==> config.mk <==
export PLATFORM = sky130hd
export DESIGN_NAME = word_byte_serializer
export DESIGN_NICKNAME = d
export VERILOG_FILES = /design/src/rtl/word_byte_serializer_pkg.sv /design/src/rtl/word_byte_serializer.sv
export SDC_FILE = /design/constraint.sdc
export NUM_CORES = 1
export LEC_CHECK = 0
export BUFFER_PORTS_ARGS = -buffer_cell sky130_fd_sc_hd__buf_4
export CAP_MARGIN = 20
export CORE_ASPECT_RATIO = 0.7
export CORE_MARGIN = 2
export CORE_UTILIZATION = 54
export DETAILED_ROUTE_END_ITERATION = 7
export GPL_TIMING_DRIVEN = 1
export HOLD_SLACK_MARGIN = 0.05
export PLACE_DENSITY = 0.83
export SYNTH_ARGS = -nofsm -noshare
export SYNTH_HDL_FRONTEND = slang
export SYNTH_SLANG_ARGS = --single-unit
export TNS_END_PERCENT = 20
==> constraint.sdc <==
create_clock -name clk -period 3 [get_ports clk]
set_input_delay 0.6 -clock clk [delete_from_list [all_inputs] [get_ports clk]]
set_output_delay 0.6 -clock clk [all_outputs]
set_load 0.01 [all_outputs]
==> src/rtl/word_byte_serializer_pkg.sv <==
// Shared types and constants for the 16-bit word to byte serializer.
package word_byte_serializer_pkg;

  typedef enum logic [1:0] {
    IDLE   = 2'd0,
    FIRST  = 2'd1,
    SECOND = 2'd2
  } state_t;

  localparam logic LH_LOW  = 1'b0;
  localparam logic LH_HIGH = 1'b1;

  function automatic logic [7:0] pick_byte(input logic [15:0] w, input logic hi);
    return hi ? w[15:8] : w[7:0];
  endfunction

endpackage

==> src/rtl/word_byte_serializer.sv <==
// Splits each accepted 16-bit word into two bytes tagged with a half-select (LH).
// Latency: first byte valid one cycle after word accept; back-to-back words with no bubble.
// Backpressure: byte_ready low holds byte_out/LH and blocks word_ready; enable low freezes all.
module word_byte_serializer
  import word_byte_serializer_pkg::*;
#(
  parameter int LOW_FIRST = 1
) (
  input  logic        clk,
  input  logic        rst_n,
  input  logic        enable,
  input  logic [15:0] word_in,
  input  logic        word_valid,
  output logic        word_ready,
  output logic [7:0]  byte_out,
  output logic        LH,
  output logic        byte_valid,
  input  logic        byte_ready,
  output logic [7:0]  words_sent
);

  localparam logic FIRST_LH = (LOW_FIRST != 0) ? LH_LOW : LH_HIGH;

  state_t      state;
  logic [15:0] hold;

  assign word_ready = enable && (state == IDLE || (state == SECOND && byte_ready));
  assign byte_valid = enable && (state == FIRST || state == SECOND);

  // byte_out/LH are loaded one step ahead so they are registered outputs.
  always_ff @(posedge clk or negedge rst_n) begin
    if (!rst_n) begin
      state      <= IDLE;
      hold       <= 16'h0000;
      byte_out   <= 8'h00;
      LH         <= LH_LOW;
      words_sent <= 8'h00;
    end else if (enable) begin
      case (state)
        IDLE: begin
          if (word_valid) begin
            hold     <= word_in;
            byte_out <= pick_byte(word_in, FIRST_LH);
            LH       <= FIRST_LH;
            state    <= FIRST;
          end
        end
        FIRST: begin
          if (byte_ready) begin
            byte_out <= pick_byte(hold, ~FIRST_LH);
            LH       <= ~FIRST_LH;
            state    <= SECOND;
          end
        end
        SECOND: begin
          if (byte_ready) begin
            words_sent <= words_sent + 8'd1;
            if (word_valid) begin
              hold     <= word_in;
              byte_out <= pick_byte(word_in, FIRST_LH);
              LH       <= FIRST_LH;
              state    <= FIRST;
            end else begin
              state <= IDLE;
            end
          end
        end
        default: state <= IDLE;
      endcase
    end
  end

endmodule

==> flow_metrics.tcl <==
set metrics [dict create \
    cts_max_level 1 \
    synth_cell_types 27 \
    grt_max_degree 28 \
    rows 15 \
    hold_class "input pin to async pin" \
    ys_seq_area_share_pct 49.9 \
    clockRootBuffer "clkbuf_4" \
    path_cells "inv_1 -> ha_1 -> nor2_2 -> o221a_1 -> mux2_4" \
    start_util_pct 56.0 \
    power.density_nw_per_um2 853 \
    die_area_um2 2930 \
    ant_nets 0 \
    critPathArrivalTime_ns 2.37 \
    grt_usage_pct 17.8 \
    fp.dieW_um 63.9 \
    core_area_um2 2420 \
    post_cts_buffers 0 \
    hold_viol 0 \
    outcome "completed" \
    drv_slew 0 \
    path_clk_slew_ns 0.14 \
    die_y_um 45.9 \
    cp.required_ns 3.22 \
    slew_headroom_pct 59.8 \
    layout-drive-gt1-share_pct 50.4 \
    grt_pass1_wl_mm 3.87 \
    route.detailed.drc 0 \
    synth_top_area_share_pct 49.9 \
    p_leak_nw 0.826 \
    peakVddDrop_uv 518 \
    hold_buffers 0 \
    ys.flop_type "dfrtp_1" \
    antenna_found_initial 0 \
    gp_congestion 0.747 \
    routedWlPerCell_um 14.2 \
    num_antenna_cells 0 \
    fin_crit_sh_pct 71.7 \
    syn_area_per_cell_um2 13.3 \
    synth_area_leaders "dfrtp_1 (50%), mux2_2 (15%), mux2_4 (10%), ha_1 (5.5%), xor2_1 (3.2%)" \
    synth_edf_count 0 \
    crit_fanout 11 \
    io_buffer_count 39 \
    cts_tree "built" \
    postSynthCellCount 102 \
    slowest_delay_ns 0.59 \
    vias 904 \
    num-fill-cells 169 \
    synthToLayoutAreaGrowth_pct 24.7 \
    final_nets 169 \
    drt-initial-drc-count 45 \
    synth_seq_cells 27 \
    drt_wl_total_mm 2.48 \
    clock-sinks 27 \
    via_per_inst 5.17 \
    total_power_mw 1.44 \
    fin_crit_ns 2.15 \
    cts.repair.resized 0 \
    rsz0062_at_grt "no" \
    crit_type "register to register" \
    first_global_vias 832 \
    synth_area_leader_cell "dfrtp_1" \
    endpoint_kind "register" \
    start_kind "register" \
    synth_nets 129 \
    cts_buffer_depth 2 \
    synth_area_um2 1360 \
    dr.pass1.iters 2 \
    synthArstFlopShare_pct 100 \
    skew_ns 0.00111 \
    tns_ns 0 \
    ios 40 \
    clock_latency_ns 0.32 \
    numCtsBuffers 3 \
    yosys_warnings 0 \
    worst_slew_pin_slew_ns 0.604 \
    crit_path_top_delay_cell "o221a_1" \
    maxCapViolCount 0 \
    grt.overflow.total 0 \
    setup_viol 0 \
    dpl.hpwl_mm 1.88 \
    max_freq_mhz 465 \
]
-- logic make-up after synthesis --
kind of cell,count (synthesis),share of synthesized area (%)
and+or+nand+nor,20,7.94
AOI/OAI and AO/OA,6,3.42
muxes,28,25.7
xor gates and xnor gates,7,4.52
buffers and inverters,8,3.05
adders and majority gates,6,5.54
DFF,27,49.9
-- cells in the mapped netlist, types with 2 or more instances --
master    n
dfrtp_1  27
mux2_2   18
mux2_4    9
ha_1      6
nand2_1   5
xor2_1    5
inv_1     4
nand4_1   3
nor2_1    3
buf_2     2
nor2b_1   2
nor3_1    2
xnor2_1   2
-- cells in the final DEF (no fill, tap or decap), drive strengths merged --
cell type  instances
xnor2              2
and2               1
xor2               5
o221ai             1
nand4              3
nor2b              2
inv                4
and2b              1
o211ai             1
mux2i              1
nand2              5
o221a              1
clkbuf             4
ha                 6
o2bb2ai            1
o21ai              1
buf               39
nand3              1
nor3               2
a21oi              1
dfrtp             27
nor2               5
mux2              27
-- critical path: cells and delay by family, from the launching register on --
| kind | cells | cell delay [ns] |
|---|---|---|
| buffers and inverters | 1 | 0.08 |
| multiplexers | 1 | 0.35 |
| adder cells (fa/ha/maj) | 1 | 0.37 |
| AO/OA/AOI/OAI | 1 | 0.59 |
| AND/OR/NAND/NOR | 1 | 0.21 |
| flip-flops | 1 | 0.45 |
-- final cells by class --
cell class	count	area (um2)	share of cell area [%]
Multi-Input combinational cell	67	638	37.7
Timing Repair Buffer	39	293	17.3
Sequential cell	27	676	40.0
Tap cell	34	42.5	2.52
Clock buffer	4	26.3	1.55
Inverter	4	15.0	0.888
-- per-layer routing --
layer / wire (um) / vias up / GRT usage [%]
met4: 17 / 0 / 3.48
met2: 1100 / 25 / 27.1
met1: 1210 / 445 / 25.1
met5: 0 / - / 0
met3: 153 / 4 / 6.19
li1: - / 430 / -
-- where the power goes --
part / switching, mW / internal (mW)
combinational: 0.261 / 0.406
sequential: 0.109 / 0.511
clock: 0.102 / 0.0520
-- final timing paths --
| path | to | slack, ns | cells after the start | startpoint |
|---|---|---|---|---|
| hold / removal | words_sent[4] | 0.17 | 1 | rst_n |
| min in group clk | hold[10] | 0.51 | 2 | word_in[10] |
| max in group asynchronous | hold[9] | 2.58 | 1 | rst_n |
| setup / recovery | byte_out[1] | 0.85 | 5 | state[1] |
| setup reg to reg | byte_out[1] | 0.85 | 5 | state[1] |
| hold reg to reg | words_sent[2] | 0.52 | 1 | words_sent[2] |
-- registers in the layout, indices dropped and copies added (netlist names) --
signal	cells
byte_out	8
hold	8
words_sent	8
state	2
LH	1
-- through the flow --
step | instance area, um2 | util (%) | std cells | worst slack, ns | hold WS [ns]
2_1_floorplan | 1360 | - | 102 | 1.38 | 0.304
3_3_place_gp | 1660 | 68.7 | 171 | 0.966 | 0.459
3_5_place_dp | 1660 | 68.7 | 171 | 0.848 | 0.495
4_1_cts | 1690 | 69.8 | 175 | 0.831 | 0.163
5_1_grt | 1690 | 69.8 | 175 | 0.692 | 0.164
6_report | 1690 | 69.8 | 175 | 0.849 | 0.166
No activity file was read; power rests on OpenSTA's default activity.
